$ cat src/rtl/i2s_pkg.sv
`default_nettype none
// +----------------------------------------------------------------------------+
// | Module   : i2s_pkg                                                         |
// | Purpose  : Shared frame geometry, sample type and helpers for i2s_tx.      |
// | Revision : 1.0  initial release                                            |
// +----------------------------------------------------------------------------+
package i2s_pkg;

    localparam int SLOT_BITS   = 16;
    localparam int FRAME_SLOTS = 32;
    localparam int LOAD_SLOT   = 1;
    localparam int RIGHT_START = 16;
    localparam int SLOT_W      = $clog2(FRAME_SLOTS);

    typedef logic signed [SLOT_BITS-1:0]   pcm_t;
    typedef logic        [SLOT_W-1:0]      slot_t;
    typedef logic        [2*SLOT_BITS-1:0] frame_t;

    function automatic logic is_right_slot(input slot_t slot);
        return (slot >= slot_t'(RIGHT_START));
    endfunction

    // Mono source is sent identically in both channel slots.
    function automatic frame_t dup_slot(input pcm_t smp);
        return {smp, smp};
    endfunction

endpackage
`default_nettype wire

$ cat src/rtl/i2s_bclk_gen.sv
`default_nettype none
// +----------------------------------------------------------------------------+
// | Module   : i2s_bclk_gen                                                    |
// | Purpose  : Divides clk_27MHz into BCLK and flags the falling-edge cycle.   |
// | Revision : 1.0  initial release                                            |
// +----------------------------------------------------------------------------+
module i2s_bclk_gen #(
    parameter int HALF_DIV = 9
) (
    input  logic clk_27MHz,
    input  logic reset,
    output logic bclk,
    output logic bclk_fall
);

    localparam int                 c_DIV_W    = (HALF_DIV > 1) ? $clog2(HALF_DIV) : 1;
    localparam logic [c_DIV_W-1:0] c_DIV_LAST = c_DIV_W'(HALF_DIV - 1);

    logic [c_DIV_W-1:0] r_div_cnt;
    logic               r_bclk;
    logic               w_wrap;

    assign w_wrap = (r_div_cnt == c_DIV_LAST);

    always_ff @(posedge clk_27MHz or posedge reset) begin
        if (reset) begin
            r_div_cnt <= '0;
            r_bclk    <= 1'b0;
        end else if (w_wrap) begin
            r_div_cnt <= '0;
            r_bclk    <= ~r_bclk;
        end else begin
            r_div_cnt <= r_div_cnt + 1'b1;
        end
    end

    // Combinational so downstream registers update on the same edge BCLK drops.
    assign bclk      = r_bclk;
    assign bclk_fall = w_wrap & r_bclk;

endmodule
`default_nettype wire

$ cat src/rtl/i2s_tx.sv
`default_nettype none
// +----------------------------------------------------------------------------+
// | Module   : i2s_tx                                                          |
// | Purpose  : Philips I2S transmitter, mono sample duplicated to L/R slots.   |
// | Revision : 1.0  initial release                                            |
// +----------------------------------------------------------------------------+
module i2s_tx
    import i2s_pkg::*;
#(
    parameter int HALF_DIV = 9
) (
    input  logic                 clk_27MHz,
    input  logic                 reset,
    input  logic [SLOT_BITS-1:0] sample,
    input  logic                 sample_valid,
    output logic                 sample_ready,
    input  logic                 underrun_clr,
    output logic                 i2s_bclk,
    output logic                 i2s_lrclk,
    output logic                 i2s_sdata,
    output logic                 frame_start,
    output logic                 underrun
);

    slot_t  r_bit_cnt;
    frame_t r_shift;
    pcm_t   r_buf;
    logic   r_buf_full;
    logic   r_sample_ready;
    logic   r_lrclk;
    logic   r_frame_start;
    logic   r_underrun;

    logic   w_bclk;
    logic   w_fall;
    slot_t  w_bit_cnt_nxt;
    logic   w_load;
    logic   w_accept;
    logic   w_buf_full_nxt;
    pcm_t   w_src;

    i2s_bclk_gen #(
        .HALF_DIV (HALF_DIV)
    ) u_bclk_gen (
        .clk_27MHz (clk_27MHz),
        .reset     (reset),
        .bclk      (w_bclk),
        .bclk_fall (w_fall)
    );

    // Natural 5-bit wrap gives the 31 -> 0 rollover.
    assign w_bit_cnt_nxt = r_bit_cnt + 1'b1;
    assign w_load        = w_fall && (w_bit_cnt_nxt == slot_t'(LOAD_SLOT));
    assign w_accept      = sample_valid && r_sample_ready;

    always_comb begin
        w_src          = '0;
        w_buf_full_nxt = r_buf_full;
        if (r_buf_full) begin
            w_src = r_buf;
        end
        // An accept in the same cycle as an empty-buffer load stays for next frame.
        if (w_load && r_buf_full) begin
            w_buf_full_nxt = 1'b0;
        end else if (w_accept) begin
            w_buf_full_nxt = 1'b1;
        end
    end

    always_ff @(posedge clk_27MHz or posedge reset) begin
        if (reset) begin
            r_bit_cnt     <= '0;
            r_lrclk       <= 1'b0;
            r_shift       <= '0;
            r_frame_start <= 1'b0;
        end else begin
            r_frame_start <= w_load;
            if (w_fall) begin
                r_bit_cnt <= w_bit_cnt_nxt;
                r_lrclk   <= is_right_slot(w_bit_cnt_nxt);
                if (w_load) begin
                    r_shift <= dup_slot(w_src);
                end else begin
                    r_shift <= {r_shift[2*SLOT_BITS-2:0], 1'b0};
                end
            end
        end
    end

    always_ff @(posedge clk_27MHz or posedge reset) begin
        if (reset) begin
            r_buf          <= '0;
            r_buf_full     <= 1'b0;
            r_sample_ready <= 1'b0;
        end else begin
            if (w_accept) begin
                r_buf <= pcm_t'(sample);
            end
            r_buf_full     <= w_buf_full_nxt;
            r_sample_ready <= ~w_buf_full_nxt;
        end
    end

    // Setting wins over a simultaneous clear so no underrun is ever lost.
    always_ff @(posedge clk_27MHz or posedge reset) begin
        if (reset) begin
            r_underrun <= 1'b0;
        end else if (w_load && !r_buf_full) begin
            r_underrun <= 1'b1;
        end else if (underrun_clr) begin
            r_underrun <= 1'b0;
        end
    end

    assign sample_ready = r_sample_ready;
    assign i2s_bclk     = w_bclk;
    assign i2s_lrclk    = r_lrclk;
    assign i2s_sdata    = r_shift[2*SLOT_BITS-1];
    assign frame_start  = r_frame_start;
    assign underrun     = r_underrun;

endmodule
`default_nettype wire

$ cat config.mk
export PLATFORM = sky130hd
export DESIGN_NAME = i2s_tx
export DESIGN_NICKNAME = d
export VERILOG_FILES = /design/src/rtl/i2s_pkg.sv /design/src/rtl/i2s_bclk_gen.sv /design/src/rtl/i2s_tx.sv
export SDC_FILE = /design/constraint.sdc
export NUM_CORES = 1
export LEC_CHECK = 0
export CAP_MARGIN = 10
export CORE_MARGIN = 2
export CORE_UTILIZATION = 46
export CTS_CLUSTER_SIZE = 28
export DETAILED_ROUTE_END_ITERATION = 12
export HOLD_SLACK_MARGIN = 0.03
export PLACE_DENSITY = 0.72
export SETUP_SLACK_MARGIN = 0.05
export SKIP_LAST_GASP = 1
export SYNTH_ARGS = -nofsm -noshare
export SYNTH_HDL_FRONTEND = slang
export SYNTH_SLANG_ARGS = --single-unit
$ cat constraint.sdc
create_clock -name clk_27MHz -period 1.77 [get_ports clk_27MHz]
set_clock_uncertainty 0.05 [all_clocks]
set_input_delay 0.2655 -clock clk_27MHz [delete_from_list [all_inputs] [get_ports clk_27MHz]]
set_output_delay 0.2655 -clock clk_27MHz [all_outputs]
set_load 0.01 [all_outputs]
# Yosys cells after proc, flatten, opt, wreduce, memory -nomap -nowiden
# Cells that the tools add are included.
[totals]
register_bits = 63
latch_bits = 0
ramBits = 0
mem_bits_ro = 0
input_bits = 20
output_inout_bits = 6
wordCells = 31
mem_count = 0
[op_classes]
n_addsub = 2
multipliers = 0
div_mod_pow = 0
order_cmp = 1
eq_ne = 2
n_shift = 0
n_mux = 7
bitwise = 3
reduce_logical = 6
[op_table]
columns = ["op", "n"]
rows = [
  ["$mux 32", 1],
  ["$mux 16", 1],
  ["$add 5x1->5 const B", 1],
  ["$eq 5x1->1 const B", 1],
  ["$ge 5x5->1 const B", 1],
  ["$add 4x1->4 const B", 1],
  ["$eq 4x4->1 const B", 1],
  ["$logic_and 1x1->1", 4],
  ["$mux 1", 4],
  ["$mux 4", 1],
  ["$not 1->1", 2],
  ["$reduce_bool 2->1", 1],
  ["$and 1x1->1", 1],
  ["$logic_not 1->1", 1],
]

# Logic depth before layout (Yosys ltp)
# Gate-level depths: netlist of run 1.
[depth]
word_depth = 6
depth_mapped = 8
ltp_nobuf = 7

# Hierarchy
# From an unflattened synthesis of run 1, not the netlist that was laid out.
[hier_totals]
cells_unflattened = 217
area_unflattened_um2 = 2817.7
[by_module_without_submodules]
columns = ["module", "n_inst", "cells_per_inst", "area_each_um2"]
rows = [
  ["i2s_tx", 1, 196, 2588.7],
  ["i2s_bclk_gen", 1, 21, 229.0],
]

# Worst setup path before layout of run 1
# OpenSTA, ideal clock, no wires.
[synth_path]
path_kind = "reg-to-reg"
start = "register u_bclk_gen.r_div_cnt[0]"
end = "register r_buf_full"
arrival_time_ns = 1.605
t_required_ns = 1.602
setup_slack_ns = -0.004
path_stages_with_launch = 8
synth_period_minus_slack_ns = 1.774
cell_sequence = "dfrtp_1 > inv_1 > ha_1 > and4b_1 > buf_2 > nand2_1 > or3_4 > a21o_1"
[synth_via]
elab_chain_len = 5
[synth_rtl]
columns = ["element", "line", "source"]
rows = [
  ["start, declared", "i2s_bclk_gen.sv:19", "logic [c_DIV_W-1:0] r_div_cnt;"],
  ["start signal, assigned", "i2s_bclk_gen.sv:33", "r_div_cnt <= r_div_cnt + 1'b1;"],
  ["$eq 4x4->1", "i2s_bclk_gen.sv:23", "assign w_wrap = (r_div_cnt == c_DIV_LAST);"],
  ["$and 1x1->1", "i2s_bclk_gen.sv:39", "assign bclk_fall = w_wrap & r_bclk;"],
  ["$logic_and 1x1->1", "i2s_tx.sv:53", "assign w_load = w_fall && (w_bit_cnt_nxt == slot_t'(LOAD_SLOT));"],
  ["$logic_and 1x1->1", "i2s_tx.sv:63", "if (w_load && r_buf_full) begin"],
  ["$mux 1", "i2s_tx.sv:63", ""],
  ["net w_buf_full_nxt", "i2s_tx.sv:39", "logic w_buf_full_nxt;"],
  ["end signal, assigned", "i2s_tx.sv:99", "r_buf_full <= w_buf_full_nxt;"],
  ["end, declared", "i2s_tx.sv:28", "logic r_buf_full;"],
]
# The timed path passes the listed nets, and every way through them passes these cells.
# A chain may end at the register's enable or synchronous reset.

# Worst setup path in the final report of run 1
[layout_path]
start = "register r_bit_cnt[1]"
end = "register r_shift[8]"
[layout_via]
elab_chain_len = 4
[layout_rtl]
columns = ["element", "line", "source"]
rows = [
  ["start, declared", "i2s_tx.sv:25", "slot_t r_bit_cnt;"],
  ["start signal, assigned", "i2s_tx.sv:79", "r_bit_cnt <= w_bit_cnt_nxt;"],
  ["$add 5x1->5", "i2s_tx.sv:52", "assign w_bit_cnt_nxt = r_bit_cnt + 1'b1;"],
  ["$eq 5x1->1", "i2s_tx.sv:53", ""],
  ["$logic_and 1x1->1", "i2s_tx.sv:53", ""],
  ["$mux 32", "i2s_tx.sv:81", "if (w_load) begin"],
  ["end signal, assigned", "i2s_tx.sv:82", "r_shift <= dup_slot(w_src);"],
  ["end signal, assigned", "i2s_tx.sv:84", "r_shift <= {r_shift[2*SLOT_BITS-2:0], 1'b0};"],
  ["end, declared", "i2s_tx.sv:26", "frame_t r_shift;"],
]
# Every way passes these cells.

==> results of run 1 <==
sequential cells by signal, indices dropped and copies added (netlist names):
signal                flops
r_shift                  32
sample_ready              1
underrun                  1
r_buf                    16
u_bclk_gen.bclk           1
u_bclk_gen.r_div_cnt      4
r_bit_cnt                 5
r_buf_full                1
frame_start               1
final cells by class:
cell class	instances	area, um^2
inverter	8	36.28
sequential	62	1555
tap	75	93.84
clock inverter	5	27.53
multi-input combinational	179	1518
timing repair buffer	58	600.6
clock buffer	10	127.6
fill	430	1997
layout by cell type (no fill, tap or decap), types with 4 or more instances in the layout:
| cell | n |
|---|---|
| buf_6 | 4 |
| nor2_1 | 34 |
| buf_4 | 22 |
| a21oi_1 | 31 |
| nand2_1 | 5 |
| o31ai_2 | 17 |
| o31ai_1 | 13 |
| buf_12 | 5 |
| a31oi_2 | 6 |
| mux2_2 | 16 |
| clkbuf_8 | 9 |
| and3_1 | 12 |
| dfrtp_1 | 59 |
| clkinv_2 | 4 |
| inv_1 | 6 |
| clkdlybuf4s50_1 | 25 |
timing repair:
item / in CTS / in global routing
cloned: 0 / 2
setup buffers: 1 / 8
resized for setup: 9 / 56
setup endpoints to repair: 35 / 37
pin swaps: 1 / 7
endpoints found under the hold margin: 0 / 0
per-stage QoR:
step                setup TNS [ns]  instance area, um^2  util, %  power (W)
floorplan                        0                 2864        -   0.002627
global placement            -2.785                 3333    55.97   0.002869
detailed placement          -4.057                 3333    55.97   0.002903
CTS                              0                 3542    59.47   0.003930
global route               -0.5282                 3959    66.47   0.004225
finish                     -0.1316                 3959    66.47   0.004004
synthesized netlist by cell type, drive strengths merged:
| cell | count |
|---|---|
| o21ai | 3 |
| a21o | 1 |
| clkbuf | 9 |
| nand4 | 1 |
| a31oi | 12 |
| nand2 | 7 |
| xnor2 | 4 |
| nand3b | 1 |
| dfrtp | 62 |
| or3 | 1 |
| a32o | 1 |
| buf | 10 |
| nor2 | 34 |
| o31ai | 31 |
| ha | 4 |
| and3b | 1 |
| nor3 | 1 |
| and4b | 1 |
| mux2 | 16 |
| a21oi | 32 |
| o22ai | 1 |
| nand3 | 4 |
| inv | 8 |
| a41oi | 5 |
| a21bo | 1 |
| and3 | 12 |
| a41o | 1 |
| and2 | 1 |
| xor2 | 3 |
path summary, 6_finish.rpt:
path / cells after the start / to
setup / recovery: 6 / r_shift[8]
hold / removal: 3 / r_shift[1]
setup reg to reg: 6 / r_shift[8]
hold reg to reg: 1 / r_buf[14]
max in group asynchronous: 3 / r_bit_cnt[3]
min in group clk_27MHz: 1 / r_buf[14]
worst max-delay path: stages, from the launching register on:
cell,delay [ns]
dfrtp_1,0.41
buf_4,0.16
nand3b_1,0.17
a41oi_4,0.21
buf_4,0.24
o31ai_1,0.34
a21oi_1,0.14
per-layer routing:
layer,GRT usage [%],wire length [um],vias up
met4,9.672,159,0
met2,27.82,3359,78
met1,28.91,3066,1164
met3,3.587,338,14
li1,-,-,1081
met5,0,0,-
power breakdown:
group	switching [W]	total, W	internal, W
Combinational	0.000323	0.000811	0.000488
Sequential	0.000315	0.00217	0.00186
Clock	0.000533	0.00102	0.000489
Total	0.00117	0.00400	0.00283
kinds of logic after synthesis:
logic type | synth area share [%]
compound gates | 20.33
xor+xnor | 2.157
fa+ha+maj | 1.761
buf+inv | 3.961
flops | 54.58
mux | 6.338
simple gates | 10.87
==> impl_summary.txt, run 1 <==
----------------------------------------------------
[Yosys]
  Count of synthesis-stage warnings from yosys ... 0
  Net Count, Synth ... 292
  Top post-synthesis cells by area ... dfrtp_1 (55%), o31ai_1 (8.2%), mux2_2 (6.3%)
  Largest area contributor in the netlist ... dfrtp_1
  Summed instance area of the synthesized netlist ... 2843 um^2
  Average cell area after synthesis ... 10.61 um^2
  Proportion of netlist area held by the largest area contributor ... 54.58%
  Count of different cell masters after synthesis ... 33
  Synthesized flop and latch total ... 62
  Register area share after synthesis ... 54.58%
  Gate count after technology mapping ... 268

[Finish]
  Antenna diode count ... 0
  Area grow syn2layout ... 39.26%
  Cell Count, Final, Fillers Out ... 397
  Layout cells sized above 1 ... 35.40%
  Post-layout nets ... 342

[Drt]
  Drt first pass iters ... 4
  Drt wl/cell ... 17.44 um
  Routed wire length ... 6924 um
  Violation count after the first detailed-routing iteration ... 197
  Via count ... 2,337
  Post-route ant nets ... 0
  Final routed DRC violation total ... 0
  Via/cell ratio ... 5.887

[Timing]
  Max-slew violation total from the final report ... 0
  Remaining max-slew budget at the tightest pin ... 71.35%
  Setup-failing EPs final ... 3
  Unrepaired setup endpoints after global routing ... yes
  Final worst setup slack ... -0.09173 ns
  Tcrit/Tclk final ... 105.2%
  Number of endpoints with negative hold slack in the final report ... 0
  Peak clock frequency supported by timing ... 537.1 MHz
  Worst Max-Slew Pin Slew ... 0.4297 ns
  Min Tclk post-route ... 1.862 ns
  Worst hold margin ... 0.3129 ns

[Power and ir drop]
  Power density over the cells ... 1011 nW/um^2
  Leakage component of the power ... 1.669 nW
  Worst VDD drop ... 0.8613 mV

[Setup path]
  Critical Path AT ... 2.03 ns
  Worst flop-to-flop path startpoint ... r_bit_cnt[1]
  Class of the most critical setup path ... flip-flop to flip-flop
  Worst setup SP type ... flip-flop
  Flop2flop setup slack ... -0.09 ns
  Required time of the critical path ... 1.94 ns
  Worst Path Max Fanout ... 12
  Critical Path Source ... r_bit_cnt[1]
  Kind of end point of the critical path ... flip-flop

[GRT]
  Largest net degree at the start of global routing ... 63
  Remaining global-route overflow ... 0
  GRT Resource Usage Total ... 19.64%
  First-pass GRT wire length ... 9984 um
  Vias in the first global route ... 2,080
  Number of antenna violations at the first check in global routing ... 0

[Place]
  Half-perimeter wire length after detailed placement ... 3996 um
  Final RePlAce weighted congestion ... 0.8240
  Cell Count Post-Placement ... 371
  Total of buffers placed on input and output ports ... 25
  Pre-CTS setup slack ... -0.1789 ns

[Clock network]
  Number of buffers added by the clock tree synthesis step ... 9
  TritonCTS clock tree ... done
  Max clock buf depth ... 2
  Hold buffer count at cts ... 0
  Clk Tree Root Cell ... clkbuf_8
  Number of sinks handled by clock tree synthesis ... 62
  Clock latency of the later-clocked register in the worst-skew pair ... 0.34 ns
  H-tree depth ... 3
  Clock-pin slew of the registers on the worst-case setup and hold paths ... 0.07 ns

[Floorplan]
  Full die area ... 6824 um^2
  Row Count ... 28
  DIE WIDTH ... 82.61 um
  Total core area ... 5956 um^2
  Initial standard-cell utilization of the core ... 47.73%
  Die outline height ... 82.61 um
  Count of pins on the block boundary ... 26

[Flow run]
  Maxcap violations ... 0

[Run status]
  Outcome ... finished with violations
  Failing checks ... negative setup slack

[Worst hold path]
  Min-delay worst type ... input pin to asynchronous set/reset pin

----------------------------------------------------
Note: power is estimated with default switching activity, not from simulation.
==> run 2, diff against run 1 <==
--- a/config.mk
+++ b/config.mk
@@ -10,7 +10,6 @@
 export CORE_UTILIZATION = 46
 export CTS_CLUSTER_SIZE = 28
 export DETAILED_ROUTE_END_ITERATION = 12
-export HOLD_SLACK_MARGIN = 0.03
 export PLACE_DENSITY = 0.72
 export SETUP_SLACK_MARGIN = 0.05
 export SKIP_LAST_GASP = 1
==> results of run 2 <==
Final layout, timing and power as in run 1 (identical DEF).
==> run 3, diff against run 2 <==
--- a/config.mk
+++ b/config.mk
@@ -12,7 +12,7 @@
 export DETAILED_ROUTE_END_ITERATION = 12
 export PLACE_DENSITY = 0.72
 export SETUP_SLACK_MARGIN = 0.05
-export SKIP_LAST_GASP = 1
+export SKIP_CTS_REPAIR_TIMING = 1
 export SYNTH_ARGS = -nofsm -noshare
 export SYNTH_HDL_FRONTEND = slang
 export SYNTH_SLANG_ARGS = --single-unit
==> run 3 against run 2 <==
  * The flow now finishes without violations
  * Die area unchanged
  * Flip-flop and latch count unchanged
  * Clock power barely moved
  * Combinational power is 2% higher
  * Sequential power about the same
  * Critical endpoint is now r_shift[0]
==> impl_summary.txt, run 3 (synthesis gave the netlist of run 1 again) <==
----------------------------------------------------
[Setup path]
  Reg2Reg Capture Point ... r_shift[0]
  Worst Path Max Fanout ... 4
  Critical Path AT ... 1.94 ns
  Required time of the critical path ... 1.95 ns
  Kind of end point of the critical path ... flip-flop
  Flop2flop setup slack ... 0.002 ns
  Worst flop-to-flop path startpoint ... r_bit_cnt[1]
  Class of the most critical setup path ... flip-flop to flip-flop
  Worst setup SP type ... flip-flop
  Worst reg2reg path depth ... 6

[Timing]
  Number of endpoints with negative hold slack in the final report ... 0
  Unrepaired setup endpoints after global routing ... yes
  Min Tclk post-route ... 1.768 ns
  Peak clock frequency supported by timing ... 565.6 MHz
  Remaining max-slew budget at the tightest pin ... 71.75%
  Tcrit/Tclk final ... 99.90%
  Max-slew violation total from the final report ... 0
  Setup-failing EPs final ... 0
  Worst hold margin ... 0.3145 ns
  Worst Max-Slew Pin Slew ... 0.4238 ns
  Final worst setup slack ... 0.001852 ns

[Clock network]
  Clock latency of the later-clocked register in the worst-skew pair ... 0.34 ns
  Max clock buf depth ... 2
  Number of sinks handled by clock tree synthesis ... 62
  Number of buffers added by the clock tree synthesis step ... 9
  Clk Tree Root Cell ... clkbuf_8
  Clock-pin slew of the registers on the worst-case setup and hold paths ... 0.07 ns
  TritonCTS clock tree ... done
  H-tree depth ... 3

[Flow run]
  Maxcap violations ... 0

[Power and ir drop]
  Power density over the cells ... 1012 nW/um^2
  Overall Power ... 0.004035 W
  Worst VDD drop ... 0.9669 mV
  Leakage component of the power ... 1.673 nW

[Floorplan]
  DIE WIDTH ... 82.61 um
  Die outline height ... 82.61 um
  Total core area ... 5956 um^2
  Full die area ... 6824 um^2
  Count of pins on the block boundary ... 26
  Row Count ... 28
  Initial standard-cell utilization of the core ... 47.73%

[Drt]
  Routed wire length ... 6718 um
  Violation count after the first detailed-routing iteration ... 203
  Drt first pass iters ... 4
  Via/cell ratio ... 5.934
  Post-route ant nets ... 0
  Drt wl/cell ... 16.96 um
  Via count ... 2,350
  Final routed DRC violation total ... 0

[Place]
  Final RePlAce weighted congestion ... 0.8240
  Placed cell areas ... 3333 um^2
  Total of buffers placed on input and output ports ... 25
  Half-perimeter wire length after detailed placement ... 3996 um
  Pre-CTS setup slack ... -0.1789 ns

[GRT]
  Remaining global-route overflow ... 0
  Largest net degree at the start of global routing ... 63
  Number of antenna violations at the first check in global routing ... 0
  Vias in the first global route ... 2,090
  First-pass GRT wire length ... 9984 um
  GRT Resource Usage Total ... 19.66%

[Finish]
  Largest reg by FF count ... r_shift
  Biggest regs ... r_shift: 32 flops, r_buf: 16 flops, r_bit_cnt: 5 flops
  Util after Layout ... 66.93%
  Fin area ... 3986 um^2
  Post-layout nets ... 341
  Number of flip-flops in the largest register ... 32
  Commonest non-fill, non-tap cells in the layout ... dfrtp_1 (58), nor2_1 (34), a21oi_1 (31)
  Most common library cell in the layout ignoring fill and taps ... dfrtp_1
  Layout cells sized above 1 ... 38.32%
  Antenna diode count ... 0
  Area grow syn2layout ... 40.23%

[Worst hold path]
  Min-delay worst type ... input pin to asynchronous set/reset pin

[Run status]
  Outcome ... finished clean

----------------------------------------------------
==> run 3: changes by cell type in the layout (fill, tap and decap cells not counted), sizes merged <==
cell / before / now
buf: 32 / 31
==> run 3: how the worst max path moves through the flow <==
stage,start,end,slack (ns),cells after the start
4_1_cts,r_bit_cnt[1],r_shift[1],-0.19,5
2_1_floorplan,u_bclk_gen.r_div_cnt[0],r_buf_full,0.05,7
6_report,r_bit_cnt[1],r_shift[0],0.002,6
3_3_place_gp,r_bit_cnt[0],r_shift[17],-0.13,5
5_1_grt,r_bit_cnt[0],r_shift[15],-0.08,6
3_5_place_dp,r_bit_cnt[1],r_shift[21],-0.18,5
==> run 3: cell type report <==
cell class	instances	area [um^2]
multi-input cells	179	1564
clock buffers	10	127.6
repair buffers	57	580.6
inverters	8	36.28
flip-flops and latches	62	1556
well taps	75	93.84
clock inverters	5	27.53
fillers	431	1969
==> run 3: report_power, final <==
part / switching (W) / internal (W)
registers: 0.000332 / 0.00186
clock network: 0.000530 / 0.000489
logic: 0.000321 / 0.000507
total: 0.00118 / 0.00285
==> run 3: layer usage <==
layer  routed length (um)  vias up  GRT usage, %
met1                 3052     1161         28.84
met2                 3189       88         27.98
met5                    0        -             0
met3                  298       16         3.587
li1                     -     1085             -
met4                  177        0         9.672
==> run 3: worst max-delay path: stages (launching register included) <==
cell and delay [ns]:
dfrtp_1 0.42, buf_6 0.14, a21bo_2 0.23, a41oi_4 0.31, or3_4 0.23, inv_4 0.03
a32o_1 0.24
==> run 3: metrics by stage <==
stage / TNS (ns) / std cells
2_1_floorplan: 0 / 268
3_3_place_gp: -2.785 / 371
3_5_place_dp: -4.057 / 371
4_1_cts: -4.586 / 386
5_1_grt: -0.7889 / 396
6_report: 0 / 396
